### src/rtl/ss_cal_variance.sv
// Segment variance: streams RAM words si..ei, accumulates (x - mean)^2, then divides by N.
// Optional macro SS_VAR_ROUND_EN rounds the quotient half-up instead of truncating it.
module ss_cal_variance #(
  parameter int DATA_WIDTH = 8,
  parameter int ADDR_WIDTH = 6
) (
  input  logic                    i_clk,
  input  logic                    i_rst_n,
  input  logic                    i_en_var,
  input  logic [ADDR_WIDTH-1:0]   i_addr_si,
  input  logic [ADDR_WIDTH-1:0]   i_addr_ei,
  input  logic [DATA_WIDTH-1:0]   i_mean,
  input  logic [DATA_WIDTH-1:0]   i_data_ram,
  output logic                    o_re_ram,
  output logic [ADDR_WIDTH-1:0]   o_addr_ram,
  output logic [2*DATA_WIDTH-1:0] o_var,
  output logic                    o_busy,
  output logic                    o_err,
  output logic                    o_done
);

  localparam int ACC_W = 2*DATA_WIDTH + ADDR_WIDTH;
  localparam int NW    = ADDR_WIDTH + 1;
  localparam int RW    = ADDR_WIDTH + 1;
  localparam int CW    = $clog2(ACC_W + 1);

  typedef enum logic [2:0] {IDLE, READ, DRAIN, DIV, DONE} state_t;

  state_t                  state_reg, state_next;
  logic [ADDR_WIDTH-1:0]   addr_reg;
  logic [ADDR_WIDTH-1:0]   ei_reg;
  logic [DATA_WIDTH-1:0]   mean_reg;
  logic [NW-1:0]           n_reg;
  logic [ACC_W-1:0]        acc_reg;
  logic [RW-1:0]           rem_reg;
  logic [CW-1:0]           cnt_reg;
  logic                    rd_d_reg;
  logic [2*DATA_WIDTH-1:0] var_reg;
  logic                    err_reg;

  logic                    start;
  logic                    bad_range;
  logic                    last_read;
  logic [DATA_WIDTH-1:0]   diff;
  logic [2*DATA_WIDTH-1:0] sq;
  logic [RW:0]             rem_shift;
  logic [RW:0]             n_ext;
  logic                    q_bit;
  logic [RW-1:0]           rem_step;
  logic [ACC_W-1:0]        quo_step;
  logic [ACC_W-1:0]        q_final;
  logic [2*DATA_WIDTH-1:0] var_final;
  logic [NW-1:0]           n_calc;

  assign start     = (state_reg == IDLE) && i_en_var;
  assign bad_range = i_addr_ei < i_addr_si;
  assign last_read = addr_reg == ei_reg;
  assign n_calc    = {1'b0, i_addr_ei} - {1'b0, i_addr_si} + NW'(1);

  assign diff = (i_data_ram >= mean_reg) ? (i_data_ram - mean_reg) : (mean_reg - i_data_ram);
  assign sq   = {{DATA_WIDTH{1'b0}}, diff} * {{DATA_WIDTH{1'b0}}, diff};

  // One restoring-division step: the dividend shifts out of acc_reg while quotient bits shift in.
  assign rem_shift = {rem_reg, acc_reg[ACC_W-1]};
  assign n_ext     = {1'b0, n_reg};
  assign q_bit     = rem_shift >= n_ext;
  assign rem_step  = q_bit ? RW'(rem_shift - n_ext) : rem_shift[RW-1:0];
  assign quo_step  = {acc_reg[ACC_W-2:0], q_bit};

`ifdef SS_VAR_ROUND_EN
  logic round_up;
  assign round_up = {rem_step, 1'b0} >= n_ext;
  assign q_final  = quo_step + ACC_W'(round_up);
`else
  assign q_final  = quo_step;
`endif

  // The quotient cannot exceed the largest square, so saturation is only a safety net.
  assign var_final = (|q_final[ACC_W-1:2*DATA_WIDTH]) ? '1 : q_final[2*DATA_WIDTH-1:0];

  always_comb begin
    state_next = state_reg;
    case (state_reg)
      IDLE:    if (i_en_var) state_next = bad_range ? DONE : READ;
      READ:    if (last_read) state_next = DRAIN;
      DRAIN:   state_next = DIV;
      DIV:     if (cnt_reg == CW'(1)) state_next = DONE;
      DONE:    state_next = IDLE;
      default: state_next = IDLE;
    endcase
  end

  always_ff @(posedge i_clk or negedge i_rst_n) begin
    if (!i_rst_n) begin
      state_reg <= IDLE;
      addr_reg  <= '0;
      ei_reg    <= '0;
      mean_reg  <= '0;
      n_reg     <= '0;
      acc_reg   <= '0;
      rem_reg   <= '0;
      cnt_reg   <= '0;
      rd_d_reg  <= 1'b0;
      var_reg   <= '0;
      err_reg   <= 1'b0;
    end else begin
      state_reg <= state_next;
      rd_d_reg  <= (state_reg == READ);
      case (state_reg)
        IDLE: begin
          if (start) begin
            err_reg  <= bad_range;
            ei_reg   <= i_addr_ei;
            mean_reg <= i_mean;
            n_reg    <= n_calc;
            acc_reg  <= '0;
            rem_reg  <= '0;
            if (bad_range) var_reg  <= '0;
            else           addr_reg <= i_addr_si;
          end
        end
        READ: begin
          if (!last_read) addr_reg <= addr_reg + ADDR_WIDTH'(1);
          if (rd_d_reg)   acc_reg  <= acc_reg + ACC_W'(sq);
        end
        DRAIN: begin
          acc_reg <= acc_reg + ACC_W'(sq);
          cnt_reg <= CW'(ACC_W);
        end
        DIV: begin
          acc_reg <= quo_step;
          rem_reg <= rem_step;
          cnt_reg <= cnt_reg - CW'(1);
          if (cnt_reg == CW'(1)) var_reg <= var_final;
        end
        default: ;
      endcase
    end
  end

  assign o_re_ram   = (state_reg == READ);
  assign o_addr_ram = addr_reg;
  assign o_var      = var_reg;
  assign o_busy     = (state_reg != IDLE);
  assign o_err      = err_reg;
  assign o_done     = (state_reg == DONE);

endmodule

### config.mk
export PLATFORM = sky130hd
export DESIGN_NAME = ss_cal_variance
export DESIGN_NICKNAME = d
export VERILOG_FILES = /design/src/rtl/ss_cal_variance.sv
export SDC_FILE = /design/constraint.sdc
export NUM_CORES = 1
export LEC_CHECK = 0
export ABC_AREA = 1
export BUFFER_PORTS_ARGS = -buffer_cell sky130_fd_sc_hd__buf_2
export CAP_MARGIN = 20
export CORE_MARGIN = 2
export CORE_UTILIZATION = 25
export DETAILED_ROUTE_END_ITERATION = 12
export GPL_TIMING_DRIVEN = 0
export SLEW_MARGIN = 40
export SYNTH_ARGS = -nofsm -noshare
export SYNTH_HDL_FRONTEND = slang
export SYNTH_SLANG_ARGS = --single-unit
### constraint.sdc
create_clock -name i_clk -period 6.7 [get_ports i_clk]
set_input_delay 0.335 -clock i_clk [delete_from_list [all_inputs] [get_ports i_clk]]
set_output_delay 0.335 -clock i_clk [all_outputs]
set_load 0.02 [all_outputs]
== Word level (Yosys, flattened, before mapping) ==
Index checks and enable logic that the tools add are counted.

* Eq/ne operators: 14
* Reduce and logical (&&, ||, !) cells: 14
* Add/sub/neg operators: 8
* $lt $le $gt $ge: 3
* Multipliers: 1
* Mux-type cells: 22

{| class="wikitable"
|+ Operator list
! operator !! number
|-
| one-hot mux 22 bit (4 select lines) || 1
|-
| two-way mux 16 bit || 4
|-
| two-way mux 22 bit || 2
|-
| one-hot mux 16 bit (2 select lines) || 1
|-
| adder 22 x 16 -> 22 bit || 1
|-
| two-way mux 6 bit || 3
|-
| multiplier 8 x 8 -> 16 bit || 1
|-
| subtractor 8 bit || 2
|-
| two-way mux 7 bit || 2
|-
| one-hot mux 7 bit (2 select lines) || 1
|-
| two-way mux 3 bit || 4
|-
| inequality test 2 bit (second input constant) || 6
|-
| one-hot mux 3 bit (4 select lines) || 1
|-
| one-hot mux 6 bit (2 select lines) || 1
|-
| one-hot mux 5 bit (2 select lines) || 1
|-
| greater-or-equal comparator 8 x 7 -> 1 bit || 1
|-
| greater-or-equal comparator 8 bit || 1
|-
| two-way mux 8 bit || 1
|-
| AND reduction 4 bit || 2
|-
| adder 7 x 1 -> 7 bit (second input constant) || 1
|-
| subtractor 6 x 6 -> 7 bit || 1
|-
| subtractor 7 bit || 1
|-
| adder 6 x 1 -> 6 bit (second input constant) || 1
|-
| equality test 3 x 2 -> 1 bit (second input constant) || 2
|-
| other kinds (15) || 20
|}

* Logic and storage cells: 73
* Input bits: 31
* Flip-flop bits (word level): 82

== Longest topological paths before layout ==
Gate-level depths: netlist (run 1).

* Depth after elaboration: 6
* Mapped depth: 34
* Depth with buffers taken out: 33

== Worst setup path after synthesis (run 1) ==
No wires, ideal clock.

* Kind: input to register
* Start point: input i_data_ram[0]
* End point: register acc_reg[10]
* Arrival: 5.083 ns
* Stages: 27
* Library setup time: 0.122 ns
* Slack: 1.495 ns
* Cells stage by stage: inv_1 ha_1 inv_1 fa_1 nand3_1 nand3_1 nand2_1 nand2_2 nand2_1 nand2_1 nor2_1 inv_1 fa_1 inv_1 fa_1 fa_1 inv_1 fa_1 inv_1 ha_1 a21oi_1 nor2_1 nor2_1 nand2_1 or2_2 nand3_1 a21oi_1

* Cells in the longest elaborated chain, start to end: 6
* Elaborated cells between the ends (all ways): 8
* Those cells by class: add/sub: 3; mul: 1; order compare: 1; mux: 3

{| class="wikitable"
|+ RTL lines
! item !! RTL line !! RTL
|-
| from (decl) || 13 || <nowiki>input logic [DATA_WIDTH-1:0] i_data_ram,</nowiki>
|-
| subtractor 8 bit or greater-or-equal comparator 8 bit (tied branches) || 60 || <nowiki>assign diff = (i_data_ram >= mean_reg) ? (i_data_ram - mean_reg) : (mean_reg - i_data_ram);</nowiki>
|-
| two-way mux 8 bit * || 60 ||
|-
| multiplier 8 x 8 -> 16 bit * || 61 || <nowiki>assign sq = {{DATA_WIDTH{1'b0}}, diff} * {{DATA_WIDTH{1'b0}}, diff};</nowiki>
|-
| adder 22 x 16 -> 22 bit * || 124, 127 ||
|-
| two-way mux 22 bit || 124 || <nowiki>if (rd_d_reg) acc_reg <= acc_reg + ACC_W'(sq);</nowiki>
|-
| one-hot mux 22 bit (4 select lines) * || 109 || <nowiki>case (state_reg)</nowiki>
|-
| to (signal assigned) || 124 ||
|-
| to (signal assigned) || 127 || <nowiki>acc_reg <= acc_reg + ACC_W'(sq);</nowiki>
|-
| to (signal assigned) || 131 || <nowiki>acc_reg <= quo_step;</nowiki>
|-
| to (decl) || 34 || <nowiki>logic [ACC_W-1:0] acc_reg;</nowiki>
|}

Every way passes the cells marked *; elsewhere a longest branch is shown, timed or not. The select of a mux whose other input is x is not followed.
A chain may end at the register's enable or synchronous reset.

== Worst setup path in the final report (run 1) ==
* Start point: register mean_reg[5]
* End point: register acc_reg[12]

* Cells in the longest elaborated chain, start to end: 6
* Elaborated cells between the ends (all ways): 8
* Those cells by class: add/sub: 3; mul: 1; order compare: 1; mux: 3

{| class="wikitable"
|+ RTL lines
! item !! RTL line !! RTL
|-
| from (decl) || 32 || <nowiki>logic [DATA_WIDTH-1:0] mean_reg;</nowiki>
|-
| from (signal assigned) || 114 || <nowiki>mean_reg <= i_mean;</nowiki>
|-
| subtractor 8 bit or greater-or-equal comparator 8 bit (tied branches) || 60 ||
|-
| two-way mux 8 bit * || 60 ||
|-
| multiplier 8 x 8 -> 16 bit * || 61 ||
|-
| adder 22 x 16 -> 22 bit * || 124, 127 ||
|-
| two-way mux 22 bit || 124 ||
|-
| one-hot mux 22 bit (4 select lines) * || 109 ||
|}

Marked as above.

==> results of run 1 <==
==> final cells by class <==
cell class	instances	area (sq um)	share of cell area, %
Buffer	18	101	1.13
Clock buffer	11	253	2.82
Clock inverter	4	98.8	1.10
Inverter	195	732	8.16
Multi-Input combinational cell	777	4910	54.8
Sequential cell	82	2050	22.9
Tap cell	396	495	5.52
Timing Repair Buffer	58	324	3.61
==> through the flow <==
stage / util, % / hold WS (ns) / instance area, sq um
after floorplan: - / 0.0394 / 7800
after CTS: 29.3 / 0.192 / 8970
after global routing: 29.3 / 0.215 / 8970
final: 29.3 / 0.196 / 8970
after detailed placement: 28.1 / 0.221 / 8610
after global placement: 28.0 / 0.466 / 8580
==> synth_stat cells (8+ instances only) <==
cell type / number / area [sq um]
o21ai_0: 56 / 280
dfrtp_1: 82 / 2050
nor3_1: 8 / 40.0
nand4_1: 8 / 50.1
nand2_1: 258 / 968
xnor2_1: 8 / 70.1
ha_1: 81 / 1010
fa_1: 43 / 861
a21oi_1: 65 / 325
nand3_1: 68 / 340
inv_2: 10 / 37.5
nor2_1: 108 / 405
or2_2: 10 / 62.6
inv_1: 185 / 694
xor2_1: 14 / 123
a22oi_1: 8 / 60.1
==> per-layer routing <==
layer	track usage [%]	vias up
met3	1.27	18
li1	-	3521
met4	3.13	0
met2	22.3	134
met1	16.9	3291
met5	0	-
==> cell families (layout without fill, tap and decap cells) <==
kind of cell | count (synthesis) | count (layout) | synth area share, %
AND/OR/NAND/NOR | 482 | 482 | 26.2
buffers and inverters | 213 | 286 | 10.7
adder cells (fa/ha/maj) | 124 | 124 | 24.0
AO/OA/AOI/OAI | 149 | 149 | 10.3
XOR/XNOR | 22 | 22 | 2.47
flip-flops | 82 | 82 | 26.3
==> placed cells by master (no fill, tap or decap), types with 14 or more instances in the layout <==
| cell | count |
|---|---|
| xor2_1 | 14 |
| a21oi_1 | 65 |
| nand2_1 | 258 |
| ha_1 | 81 |
| dfrtp_1 | 82 |
| nand3_1 | 68 |
| fa_1 | 43 |
| o21ai_0 | 56 |
| inv_1 | 185 |
| nor2_1 | 108 |
| buf_2 | 61 |
==> worst register-to-register path: cells and delay by family (launching register included) <==
family,cells,cell delay [ns]
adders and majority gates,6,2.70
and+or+nand+nor,11,1.81
AOI/OAI and AO/OA,3,0.64
DFF,1,0.38
buffers and inverters,4,0.24
==> how the worst max path moves through the flow <==
| stage | cells past startpoint | slack [ns] | start | end |
|---|---|---|---|---|
| 2_1_floorplan | 27 | 1.49 | i_data_ram[0] | acc_reg[10] |
| 3_3_place_gp | 26 | 0.78 | i_data_ram[5] | acc_reg[12] |
| 3_5_place_dp | 26 | 0.69 | i_data_ram[5] | acc_reg[12] |
| 4_1_cts | 24 | 0.79 | mean_reg[5] | acc_reg[12] |
| 5_1_grt | 24 | 0.44 | mean_reg[5] | acc_reg[12] |
| 6_report | 24 | 0.80 | mean_reg[5] | acc_reg[12] |
==> out/metrics.cfg, run 1 <==
[timing]
drv_slew = 0
relSlewSlack_pct = 66.2
setup_slack_ns = 0.800
min_period_over_period_pct = 88.1
worstMarginPinSlew_ns = 0.508
finalSetupViolations = 0
final_hold_viol_count = 0
skew_ns = 0.00942
rsz0062_at_grt = false
fmax_mhz = 169
layout_min_cycle_time_ns = 5.90
tns_ns = 0

[route]
antenna_left = 0
wl_met1_microns = 9330
wl_per_cell_microns = 13.1
routed.top_layer = met4
drc = 0
wl_met2_microns = 9840
wirelength_microns = 20200
drtPass1Iterations = 5
via_per_inst = 4.52
vias = 6964
drt_first_iter_violations = 433
wl_met3_microns = 770

[critical_path]
crit_path_max_incr_delay_ns = 0.54
r2r_start = mean_reg[5]
worstSetupPathType = reg -> reg
required_ns = 6.92
cp-start-kind = flip-flop
path_buf_inv = 4
reg2reg_depth = 24
endpoint_kind = flip-flop
rr_endpoint = acc_reg[12]
rrSetupSlack_ns = 0.80
slowest_stage = fa_1
worstPathArrival_ns = 6.12
cp_max_fo = 8
path_cells = ha_1 -> a21oi_1 -> nor2_1 -> nor2_1 -> nand2_2 -> nand2_1 -> nand2_1 -> nor2_1 -> inv_1 -> fa_1 -> inv_1 -> fa_1 -> fa_1 -> inv_1 -> fa_1 -> inv_1 -> ha_1 -> a21oi_1 -> nand2_1 -> nand2_1 -> nand3_1 -> or2_2 -> nand3_1 -> a21oi_1
cpLargestDelayFamily = adder cells

[clock_network]
post-cts-setup-buffers = 0
cts_tree = yes
cts_buffers = 9
cts_buffer_depth = 2
cts_hold_buf = 1
htree_levels = 3
cts_root_buffer = clkbuf_16
path_clk_slew_ns = 0.06
clkLatencyLatePin_ns = 0.34
cts.sinks = 82
cts_resized = 0

[floorplan]
io_pins = 57
rows = 64
die_h_microns = 181
die-width_microns = 181
die_area_sq_um = 32600
core-area_sq_um = 30700
start_util_pct = 25.4

[layout]
n_antenna_cell = 0
nFillCells = 3343
nNetsFinal = 1296
final_cell_count_no_fill = 1541
syn_to_final_growth_pct = 15.0
largest_register_ffs = 22
layout-drive-gt1-share_pct = 10.1

[placement]
dpl.cell_count = 1525
port_buffers = 56
place_congestion = 0.863
post-place-ws_ns = 0.689
dpl.hpwl_microns = 16600

[min_path]
min_to = mean_reg[2]
worstHoldStart = i_mean[2]
hp-class = in -> reg
min_path_cells = 3

[global_route]
grt_pass1_vias = 6991
grt_use_total_pct = 12.8
grt_start_max_net_pins = 59
grt_overflow = 0
grt_pass1_wl_microns = 34300
grt_antenna_before_repair = 0

[synth]
syn_nets = 1227
synth_seq_cells = 82
yosys_warnings = 0
async_flop_share_pct = 100
syn_area_sq_um = 7800
synthCells = 1072
synthDistinctLibCells = 38
synth_edf_count = 0
synth_seq_area_share_pct = 26.3
synthFlopType = dfrtp_1
syn_area_per_cell_sq_um = 7.28

[status]
status = finished, final reports clean

[job]
drv_cap = 0

Power of run 1 is left out: the tool's default activity adds up to more than one toggle a clock period on the data nets, which glitch-free logic cannot reach.
==> run 2: changes to the inputs <==
--- a/config.mk
+++ b/config.mk
@@ -12,7 +12,6 @@
 export CORE_UTILIZATION = 25
 export DETAILED_ROUTE_END_ITERATION = 12
 export GPL_TIMING_DRIVEN = 0
-export SLEW_MARGIN = 40
 export SYNTH_ARGS = -nofsm -noshare
 export SYNTH_HDL_FRONTEND = slang
 export SYNTH_SLANG_ARGS = --single-unit
==> constraint.sdc (replaced) <==
create_clock -name i_clk -period 6.7 [get_ports i_clk]
set_input_delay 1.34 -clock i_clk [delete_from_list [all_inputs] [get_ports i_clk]]
set_output_delay 1.34 -clock i_clk [all_outputs]
set_load 0.02 [all_outputs]
==> run 2 against run 1 <==
Effect of this change: global-route usage about the same; routed wire length rose by 0.37%; first-iteration DRC count decreased by 19%; die area unchanged; via count rose by 0.39%; non-clock buffer count is 1 lower; count of clock-buffer cells in the layout did not move; final cell count hardly changed.
==> out/metrics.cfg, run 2 (synthesis results as in run 1) <==
[critical_path]
required_ns = 6.92
cp-start-kind = primary input
slowest_stage = fa_1
worstSetupPathType = in -> reg
endpoint_kind = flip-flop
cp-endpoint = acc_reg[12]
crit_path_max_incr_delay_ns = 0.57
critPathLaunch = i_data_ram[0]
rr_endpoint = acc_reg[12]
rrSetupSlack_ns = 1.17
r2r_start = mean_reg[0]
reg2reg_depth = 25
cp_max_fo = 8
worstPathArrival_ns = 6.55

[floorplan]
start_util_pct = 25.4
die-width_microns = 181
rows = 64
io_pins = 57
die_area_sq_um = 32600
core-area_sq_um = 30700
die_h_microns = 181

[layout]
layout-drive-gt1-share_pct = 11.5
syn_to_final_growth_pct = 15.7
nNetsFinal = 1295
final_cell_mix = nand2_1, inv_1, nor2_1, dfrtp_1, ha_1
nFillCells = 3336
n_antenna_cell = 0
largest_register_ffs = 22
final_area_sq_um = 9030
final_common_cell = nand2_1
post-route-util_pct = 29.4
final_cell_count_no_fill = 1540

[job]
drv_cap = 0

[clock_network]
cts_buffers = 9
htree_levels = 3
cts_tree = yes
clkLatencyLatePin_ns = 0.34
path_clk_slew_ns = 0.06
post-cts-setup-buffers = 0
cts_hold_buf = 0
cts_buffer_depth = 2
cts_root_buffer = clkbuf_16
cts_resized = 0
cts.sinks = 82

[route]
wl_met2_microns = 9930
wl_met1_microns = 9320
drc = 0
routed.top_layer = met4
drtPass1Iterations = 5
vias = 6991
via_per_inst = 4.54
wl_per_cell_microns = 13.2
drt_first_iter_violations = 352
antenna_left = 0
wirelength_microns = 20300
wl_met3_microns = 785

[timing]
final_hold_viol_count = 0
drv_slew = 0
min_period_over_period_pct = 94.4
skew_ns = 0.0100
relSlewSlack_pct = 66.1
worstMarginPinSlew_ns = 0.508
finalSetupViolations = 0
fmax_mhz = 158
whs_ns = 0.488
layout_min_cycle_time_ns = 6.33

[placement]
dpl.cell_count = 1525
dpl_cell_area_sq_um = 8610
place_congestion = 0.863
port_buffers = 56
dpl.hpwl_microns = 16600

[status]
status = finished, final reports clean

[global_route]
grt_use_total_pct = 12.8
grt_antenna_before_repair = 0
grt_pass1_vias = 6997
grt_start_max_net_pins = 59
grt_overflow = 0
grt_pass1_wl_microns = 34300

[min_path]
hp-class = reg -> reg

[run 2: cell types whose count changed in the layout (fill, tap and decap cells not counted), moves of 3 or more]
cell     previous run  this run
nor2_2              2         7
nand2_1           258       253
a21oi_1            65        62
a21oi_2             0         3
nand2_4             0         4
nor2_1            108       102
[run 2: worst min-delay path by stage]
stage,depth (start not counted),startpoint,endpoint
6_report,2,n_reg[0],n_reg[0]
5_1_grt,2,n_reg[0],n_reg[0]
4_1_cts,2,n_reg[0],n_reg[0]
3_5_place_dp,2,n_reg[0],n_reg[0]
3_3_place_gp,2,n_reg[0],n_reg[0]
2_1_floorplan,2,n_reg[0],n_reg[0]
[run 2: worst max-delay path, delay by kind of cell]
kind	cells	cell delay [ns]
AOI/OAI and AO/OA	2	0.23
adders and majority gates	7	3.03
and+or+nand+nor	12	1.49
buffers and inverters	6	0.45
[run 2: layout make-up]
class	count	area [sq um]	share of cell area, %
plain buffers	18	101	1.12
repair buffers	57	310	3.44
multi-input cells	777	4980	55.2
clock inverters	4	98.8	1.10
flip-flops and latches	82	2050	22.7
well taps	396	495	5.49
inverters	195	734	8.14
clock buffers	11	253	2.80
[run 2: layer usage]
layer / GRT usage [%] / up-vias
met5: 0 / -
met4: 3.13 / 0
met3: 1.27 / 16
met2: 22.3 / 138
met1: 16.9 / 3322
li1: - / 3515
[run 2: through the flow]
stage / setup TNS (ns) / setup WS (ns)
3_5_place_dp: -2.34 / -0.317
3_3_place_gp: -1.23 / -0.226
5_1_grt: -0.00391 / -0.00391
4_1_cts: 0 / 0.0274
2_1_floorplan: 0 / 0.490
6_report: 0 / 0.374
Power of run 2 is left out for the same reason.
